[src/rtl/mpu_i2c_responder.sv]
// rtl/mpu_i2c_responder.sv - I2C target serving gyro samples and a small register map
// Define MPU_I2C_RESPONDER_GLITCH_FILTER_EN to require 4 equal samples per line change.
module mpu_i2c_responder #(
  parameter logic [6:0] DEV_ADDR = 7'h68,
  parameter logic [7:0] WHO_AM_I = 8'h68
) (
  input  logic        clk_in,
  input  logic        rst_n_in,
  input  logic        scl_in,
  input  logic        sda_in,
  output logic        sda_oe_out,
  input  logic [15:0] gx_in,
  input  logic [15:0] gy_in,
  input  logic [15:0] gz_in,
  output logic        busy_out,
  output logic        wr_valid_out,
  output logic [7:0]  wr_addr_out,
  output logic [7:0]  wr_data_out
);

  typedef enum logic [3:0] {
    ST_IDLE, ST_ADDR, ST_ADDR_ACK, ST_PTR, ST_PTR_ACK,
    ST_WDATA, ST_WDATA_ACK, ST_RDATA, ST_RDATA_ACK
  } state_t;

  logic [1:0] r_scl_sync, r_sda_sync;
  logic       w_scl, w_sda, r_scl_q, r_sda_q;
  logic       w_scl_rise, w_scl_fall, w_start, w_stop;

  always_ff @(posedge clk_in or negedge rst_n_in) begin
    if (!rst_n_in) begin
      r_scl_sync <= 2'b11;
      r_sda_sync <= 2'b11;
    end else begin
      r_scl_sync <= {r_scl_sync[0], scl_in};
      r_sda_sync <= {r_sda_sync[0], sda_in};
    end
  end

`ifdef MPU_I2C_RESPONDER_GLITCH_FILTER_EN
  logic [2:0] r_scl_hist, r_sda_hist;
  logic       r_scl_filt, r_sda_filt;
  logic [3:0] w_scl_run, w_sda_run;

  assign w_scl_run = {r_scl_hist, r_scl_sync[1]};
  assign w_sda_run = {r_sda_hist, r_sda_sync[1]};

  always_ff @(posedge clk_in or negedge rst_n_in) begin
    if (!rst_n_in) begin
      r_scl_hist <= 3'b111;
      r_sda_hist <= 3'b111;
      r_scl_filt <= 1'b1;
      r_sda_filt <= 1'b1;
    end else begin
      r_scl_hist <= w_scl_run[2:0];
      r_sda_hist <= w_sda_run[2:0];
      if (&w_scl_run)       r_scl_filt <= 1'b1;
      else if (~|w_scl_run) r_scl_filt <= 1'b0;
      if (&w_sda_run)       r_sda_filt <= 1'b1;
      else if (~|w_sda_run) r_sda_filt <= 1'b0;
    end
  end

  assign w_scl = r_scl_filt;
  assign w_sda = r_sda_filt;
`else
  assign w_scl = r_scl_sync[1];
  assign w_sda = r_sda_sync[1];
`endif

  always_ff @(posedge clk_in or negedge rst_n_in) begin
    if (!rst_n_in) begin
      r_scl_q <= 1'b1;
      r_sda_q <= 1'b1;
    end else begin
      r_scl_q <= w_scl;
      r_sda_q <= w_sda;
    end
  end

  assign w_scl_rise = w_scl & ~r_scl_q;
  assign w_scl_fall = ~w_scl & r_scl_q;
  assign w_start    = r_scl_q & w_scl & r_sda_q & ~w_sda;
  assign w_stop     = r_scl_q & w_scl & ~r_sda_q & w_sda;

  state_t      r_state, w_state_nxt;
  logic [3:0]  r_cnt, w_cnt_nxt;
  logic [7:0]  r_shift, w_shift_nxt;
  logic [7:0]  r_tx, w_tx_nxt;
  logic [7:0]  r_ptr, w_ptr_nxt;
  logic [7:0]  r_pwr, w_pwr_nxt;
  logic        r_rw, w_rw_nxt;
  logic        r_sda_oe, w_sda_oe_nxt;
  logic        r_busy, w_busy_nxt;
  logic        r_wr_valid, w_wr_valid_nxt;
  logic [7:0]  r_wr_addr, w_wr_addr_nxt;
  logic [7:0]  r_wr_data, w_wr_data_nxt;
  logic        w_snap;
  logic [15:0] r_gx, r_gy, r_gz;
  logic [7:0]  w_rd_addr, w_rd_byte;

  // The byte about to be loaded: current pointer on read entry, pointer+1 after an ACK.
  always_comb begin
    w_rd_addr = (r_state == ST_RDATA_ACK) ? r_ptr + 8'd1 : r_ptr;
    w_rd_byte = 8'h00;
    case (w_rd_addr)
      8'h43:   w_rd_byte = r_gx[15:8];
      8'h44:   w_rd_byte = r_gx[7:0];
      8'h45:   w_rd_byte = r_gy[15:8];
      8'h46:   w_rd_byte = r_gy[7:0];
      8'h47:   w_rd_byte = r_gz[15:8];
      8'h48:   w_rd_byte = r_gz[7:0];
      8'h6B:   w_rd_byte = r_pwr;
      8'h75:   w_rd_byte = WHO_AM_I;
      default: w_rd_byte = 8'h00;
    endcase
    if (r_pwr[6] && (w_rd_addr >= 8'h43) && (w_rd_addr <= 8'h48)) w_rd_byte = 8'h00;
  end

  always_comb begin
    w_state_nxt    = r_state;
    w_cnt_nxt      = r_cnt;
    w_shift_nxt    = r_shift;
    w_tx_nxt       = r_tx;
    w_ptr_nxt      = r_ptr;
    w_pwr_nxt      = r_pwr;
    w_rw_nxt       = r_rw;
    w_sda_oe_nxt   = r_sda_oe;
    w_busy_nxt     = r_busy;
    w_wr_valid_nxt = 1'b0;
    w_wr_addr_nxt  = r_wr_addr;
    w_wr_data_nxt  = r_wr_data;
    w_snap         = 1'b0;
    if (w_stop) begin
      w_state_nxt  = ST_IDLE;
      w_sda_oe_nxt = 1'b0;
      w_busy_nxt   = 1'b0;
    end else if (w_start) begin
      w_state_nxt  = ST_ADDR;
      w_cnt_nxt    = 4'd0;
      w_sda_oe_nxt = 1'b0;
      w_busy_nxt   = 1'b0;
    end else begin
      case (r_state)
        ST_ADDR, ST_PTR, ST_WDATA: begin
          if (w_scl_rise && (r_cnt < 4'd8)) begin
            w_shift_nxt = {r_shift[6:0], w_sda};
            w_cnt_nxt   = r_cnt + 4'd1;
          end else if (w_scl_fall && (r_cnt == 4'd8)) begin
            if (r_state == ST_ADDR) begin
              if (r_shift[7:1] == DEV_ADDR) begin
                w_sda_oe_nxt = 1'b1;
                w_busy_nxt   = 1'b1;
                w_rw_nxt     = r_shift[0];
                w_snap       = r_shift[0];
                w_state_nxt  = ST_ADDR_ACK;
              end else begin
                w_state_nxt = ST_IDLE;
              end
            end else if (r_state == ST_PTR) begin
              w_ptr_nxt    = r_shift;
              w_sda_oe_nxt = 1'b1;
              w_state_nxt  = ST_PTR_ACK;
            end else begin
              w_sda_oe_nxt   = 1'b1;
              w_wr_valid_nxt = 1'b1;
              w_wr_addr_nxt  = r_ptr;
              w_wr_data_nxt  = r_shift;
              if (r_ptr == 8'h6B) w_pwr_nxt = r_shift;
              w_ptr_nxt      = r_ptr + 8'd1;
              w_state_nxt    = ST_WDATA_ACK;
            end
          end
        end
        ST_ADDR_ACK: begin
          if (w_scl_fall) begin
            w_cnt_nxt = 4'd0;
            if (r_rw) begin
              w_tx_nxt     = w_rd_byte;
              w_sda_oe_nxt = ~w_rd_byte[7];
              w_state_nxt  = ST_RDATA;
            end else begin
              w_sda_oe_nxt = 1'b0;
              w_state_nxt  = ST_PTR;
            end
          end
        end
        ST_PTR_ACK, ST_WDATA_ACK: begin
          if (w_scl_fall) begin
            w_sda_oe_nxt = 1'b0;
            w_cnt_nxt    = 4'd0;
            w_state_nxt  = ST_WDATA;
          end
        end
        ST_RDATA: begin
          if (w_scl_rise && (r_cnt < 4'd8)) begin
            w_cnt_nxt = r_cnt + 4'd1;
          end else if (w_scl_fall) begin
            if (r_cnt == 4'd8) begin
              w_sda_oe_nxt = 1'b0;
              w_state_nxt  = ST_RDATA_ACK;
            end else begin
              w_tx_nxt     = {r_tx[6:0], 1'b0};
              w_sda_oe_nxt = ~r_tx[6];
            end
          end
        end
        ST_RDATA_ACK: begin
          if (w_scl_rise) begin
            w_shift_nxt = {r_shift[6:0], w_sda};
          end else if (w_scl_fall) begin
            if (!r_shift[0]) begin
              w_ptr_nxt    = r_ptr + 8'd1;
              w_tx_nxt     = w_rd_byte;
              w_sda_oe_nxt = ~w_rd_byte[7];
              w_cnt_nxt    = 4'd0;
              w_state_nxt  = ST_RDATA;
            end else begin
              w_sda_oe_nxt = 1'b0;
              w_state_nxt  = ST_IDLE;
            end
          end
        end
        default: begin
          w_state_nxt = ST_IDLE;
        end
      endcase
    end
  end

  always_ff @(posedge clk_in or negedge rst_n_in) begin
    if (!rst_n_in) begin
      r_state    <= ST_IDLE;
      r_cnt      <= 4'd0;
      r_shift    <= 8'h00;
      r_tx       <= 8'h00;
      r_ptr      <= 8'h00;
      r_pwr      <= 8'h40;
      r_rw       <= 1'b0;
      r_sda_oe   <= 1'b0;
      r_busy     <= 1'b0;
      r_wr_valid <= 1'b0;
      r_wr_addr  <= 8'h00;
      r_wr_data  <= 8'h00;
      r_gx       <= 16'h0000;
      r_gy       <= 16'h0000;
      r_gz       <= 16'h0000;
    end else begin
      r_state    <= w_state_nxt;
      r_cnt      <= w_cnt_nxt;
      r_shift    <= w_shift_nxt;
      r_tx       <= w_tx_nxt;
      r_ptr      <= w_ptr_nxt;
      r_pwr      <= w_pwr_nxt;
      r_rw       <= w_rw_nxt;
      r_sda_oe   <= w_sda_oe_nxt;
      r_busy     <= w_busy_nxt;
      r_wr_valid <= w_wr_valid_nxt;
      r_wr_addr  <= w_wr_addr_nxt;
      r_wr_data  <= w_wr_data_nxt;
      if (w_snap) begin
        r_gx <= gx_in;
        r_gy <= gy_in;
        r_gz <= gz_in;
      end
    end
  end

  assign sda_oe_out   = r_sda_oe;
  assign busy_out     = r_busy;
  assign wr_valid_out = r_wr_valid;
  assign wr_addr_out  = r_wr_addr;
  assign wr_data_out  = r_wr_data;

endmodule
[config.mk]
export PLATFORM = sky130hd
export DESIGN_NAME = mpu_i2c_responder
export DESIGN_NICKNAME = d
export VERILOG_FILES = /design/src/rtl/mpu_i2c_responder.sv
export SDC_FILE = /design/constraint.sdc
export NUM_CORES = 1
export LEC_CHECK = 0
export ABC_AREA = 0
export ABC_CLOCK_PERIOD_IN_PS = 3680
export BUFFER_PORTS_ARGS = -buffer_cell sky130_fd_sc_hd__buf_2
export CORE_ASPECT_RATIO = 0.9
export CORE_MARGIN = 3
export CORE_UTILIZATION = 45
export CTS_BUF_LIST = sky130_fd_sc_hd__clkbuf_16
export DETAILED_ROUTE_END_ITERATION = 6
export GPL_TIMING_DRIVEN = 0
export SETUP_SLACK_MARGIN = 0.1
export SYNTH_ARGS = -nofsm -noshare
export SYNTH_HDL_FRONTEND = slang
export SYNTH_SLANG_ARGS = --single-unit
[constraint.sdc]
create_clock -name clk_in -period 3.68 [get_ports clk_in]
set_clock_uncertainty 0.1 [all_clocks]
set_input_delay 0.736 -clock clk_in [delete_from_list [all_inputs] [get_ports clk_in]]
set_output_delay 0.736 -clock clk_in [all_outputs]
set_load 0.005 [all_outputs]
==> summary.md <==
| Metric | Value |
|---|---|
| Post-synthesis sequential area ratio | 45.84% |
| Synth top area share | 42.87% |
| Clock Pin Slew Worst Setup and Hold Paths | 0.05 ns |
| Critical path fanouts, max | 10 |
| Post-CTS sizing | 0 |
| CP startpoint | r_state[0] |
| Row Count | 40 |
| Maxcap violations | 0 |
| H-Tree Level Count | 4 |
| Root Driver | clkbuf_16 |
| Arrival time worst endpoint | 3.63 ns |
| # clock sinks | 113 |
| Delay of the slowest critical-path stage | 0.58 ns |
| Slew headroom | 36.42% |
| Max IR drop VDD | 0.3709 mV |
| Buf/Inv on CP | 3 |
| Nets | 766 |
| CTS tree | built |
| Pwr Density | 420.6 mW/mm2 |
| WL/cell | 19.18 um |
| Largest net degree at the start of global routing | 67 |
| Cells along the critical path | clkbuf_2 -> or4b_4 -> buf_6 -> nor4_1 -> or2_2 -> buf_2 -> nand4_1 -> o211ai_1 -> nor3_1 -> a311oi_1 |
| Total CTS buffers | 17 |
| Kind of critical path | flip-flop to flip-flop |
| Total power | 3.116 mW |
| Initial core utilization | 46.13% |
| CTS max path bufs | 2 |
| First-pass GRT wire length | 27.26 mm |
| Post-CTS Setup Bufs | 0 |
| Top cells by area, synth | dfrtp_1 (43%), mux2_2 (12%), nand2_1 (3.7%) |
| Area growth, synth to finish | 19.72% |
| Die W | 129.6 um |
| Worst Setup Start Kind | flip-flop |
| Number of warnings issued by yosys | 0 |
| Min-delay worst type | primary input to asynchronous set/reset pin |
| Total number of vias | 5327 |
| Global router's overall resource usage | 23.29% |
| Grt total ovfl | 0 |
| Setup crit end kind | flip-flop |
| Status | finished with violations |
| Detailed router's first-iteration violation count | 468 |
| Clock Latency Late Sink | 0.41 ns |
| Setup violators final | 0 |
| Pre-antenna DRT Iters | 7 |
| Drt drc | 3 |
| Crit share post-route | 93.03% |
| Leakage power | 3.285 nW |
| Post-Syn Area | 0.006187 mm2 |
| Cts hold-fix bufs | 0 |
| Min Hold Slack | 0.2531 ns |
| Fraction of layout cells with a size suffix above 1 | 28.31% |
| Fin crit period | 3.424 ns |
| Gpl congestion | 0.9359 |
| Worst Max-Slew Pin Slew | 0.9459 ns |
| Number of synthesized flops with an enable pin | 0 |
| Setup TNS | 0 ns |
| Routed Wire Length | 17.11 mm |
| Top FF cell, synth | dfrtp_1 |
| Core Area | 0.01341 mm2 |
| Final Hold Fails | 0 |
| Cell taking the most area after synthesis | dfrtp_1 |
| RSZ-0062 raised after global routing | false |
| Final Util | 55.22% |
| R2r startpoint | r_state[0] |
| Number of global-route vias before repair | 5208 |
| Routed Antenna Nets | 0 |
| Die ar. | 0.01519 mm2 |
| Drt via density | 5.972 |
| Dpl hpwl | 12.43 mm |
| Syn nets | 676 |
| Non-filler cells, final | 892 |
| CP delay by family, top | simple AND/OR/NAND/NOR gates |
| Synthesized area per cell | 9.963 um2 |
| Gate Count Post-Synth | 621 |
| Antenna violations before repair | 0 |
| Failing checks | design-rule violations |
| CP max stage cell | or4b_4 |
| Async SR Flop Fraction | 100.0% |
| Diodes inserted | 0 |
| Number of fill cells | 1248 |
| Die Height | 117.2 um |
| # IOs | 71 |
| Post-synth cell types | 76 |
| Max-slew violations | 0 |
| I/O Buffers | 70 |
| Placed cells | 860 |
| Critical Path RT | 3.89 ns |
| FMAX | 0.2921 GHz |
| Reg2Reg Setup Slack | 0.26 ns |
| #FFs+latches synth | 113 |
[sequential cells by signal (all words and copies together), names as in the netlist]
name	cells
sda_oe_out	1
wr_data_out	8
r_sda_q	1
r_tx	7
r_pwr	8
r_rw	1
wr_addr_out	8
busy_out	1
r_shift	8
wr_valid_out	1
r_gx	16
r_state	4
r_ptr	8
r_cnt	4
r_gz	16
r_scl_sync	2
r_sda_sync	2
r_scl_q	1
r_gy	16
[layout make-up]
cell class / count / area, um2 / area share [%]
buffer: 45 / 198.9 / 2.686
clock inverter: 15 / 175.2 / 2.365
clock buffer: 17 / 425.4 / 5.743
tap: 168 / 210.2 / 2.838
timing repair buffer: 71 / 380.4 / 5.135
sequential: 113 / 2836 / 38.29
multi-input combinational: 437 / 3083 / 41.62
inverter: 26 / 97.59 / 1.318
[per-layer routing]
layer / share of wire, % / GRT usage [%] / up-vias
met5: 0 / 0 / -
met4: 1.8 / 7.964 / 0
met3: 7.5 / 7.668 / 26
met2: 45 / 34.01 / 206
met1: 46 / 32.66 / 2626
li1: - / - / 2469
[worst reg2reg max path, stage by stage (launching register included)]
cell and delay, ns:
dfrtp_1 0.36, clkbuf_2 0.17, or4b_4 0.58, buf_6 0.17, nor4_1 0.36, or2_2 0.20, buf_2 0.22, nand4_1 0.36
o211ai_1 0.43, nor3_1 0.09, a311oi_1 0.27
[worst paths after layout]
kind / end / cells after the start
min in group clk_in: r_sda_sync[1] / 0
hold reg to reg: r_sda_sync[1] / 0
setup / recovery: r_tx[1] / 10
hold / removal: r_shift[2] / 1
setup reg to reg: r_tx[1] / 10
max in group asynchronous: r_pwr[6] / 2
[cells by family after synthesis]
group | Yosys count | share of synthesized area (%)
AND/OR/NAND/NOR | 192 | 16.68
AO/OA/AOI/OAI | 159 | 17.45
flip-flops | 113 | 45.84
multiplexers | 74 | 13.35
buffers and inverters | 71 | 4.792
XOR/XNOR | 9 | 1.274
adder cells (fa/ha/maj) | 3 | 0.6067
[stage by stage]
step           cell area [um2]  setup slack (ns)
2_1_floorplan             6187            0.9431
3_3_place_gp              6748           0.01098
3_5_place_dp              6784            0.2176
4_1_cts                   7385            0.1870
5_1_grt                   7407           0.09788
6_report                  7407            0.2563
[cells in the mapped netlist, types with 5 or more instances]
library cell and n:
nor4_1 8, clkbuf_1 28, nand4_1 14, xnor2_1 6, buf_2 5, or3_1 7
dfrtp_1 106, o221ai_1 5, o22ai_1 8, dfstp_2 7, and3_1 8, nor2b_1 6
nor3_1 5, nor3b_1 5, inv_1 25, nand3_1 15, nand2b_1 7, o211ai_1 8
a22oi_1 9, a21oi_1 30, buf_1 8, nor2_1 27, mux2i_1 6, mux2_2 68
or2_2 7, o21ai_0 45, a31oi_1 6, nand2_1 61
[power by group]
part / total (mW) / switching (mW) / internal, mW
combinational: 0.118 / 0.0613 / 0.0570
clock: 1.68 / 0.571 / 1.11
sequential: 1.31 / 0.0293 / 1.28
total: 3.12 / 0.662 / 2.45
[placed cells by master, fill, tap and decap left out, types with 7 or more instances in the layout]
cell type	instances
a21oi_1	29
a22oi_1	9
and3_1	8
buf_1	8
buf_2	74
clkbuf_1	28
clkbuf_16	17
dfrtp_1	106
dfstp_2	7
inv_1	27
mux2_2	68
nand2_1	61
nand2b_1	7
nand3_1	15
nand4_1	14
nor2_1	27
o211ai_1	8
o21ai_0	45
o22ai_1	8
or2_2	7
or3_1	7
Note: power is estimated with default switching activity, not from simulation.
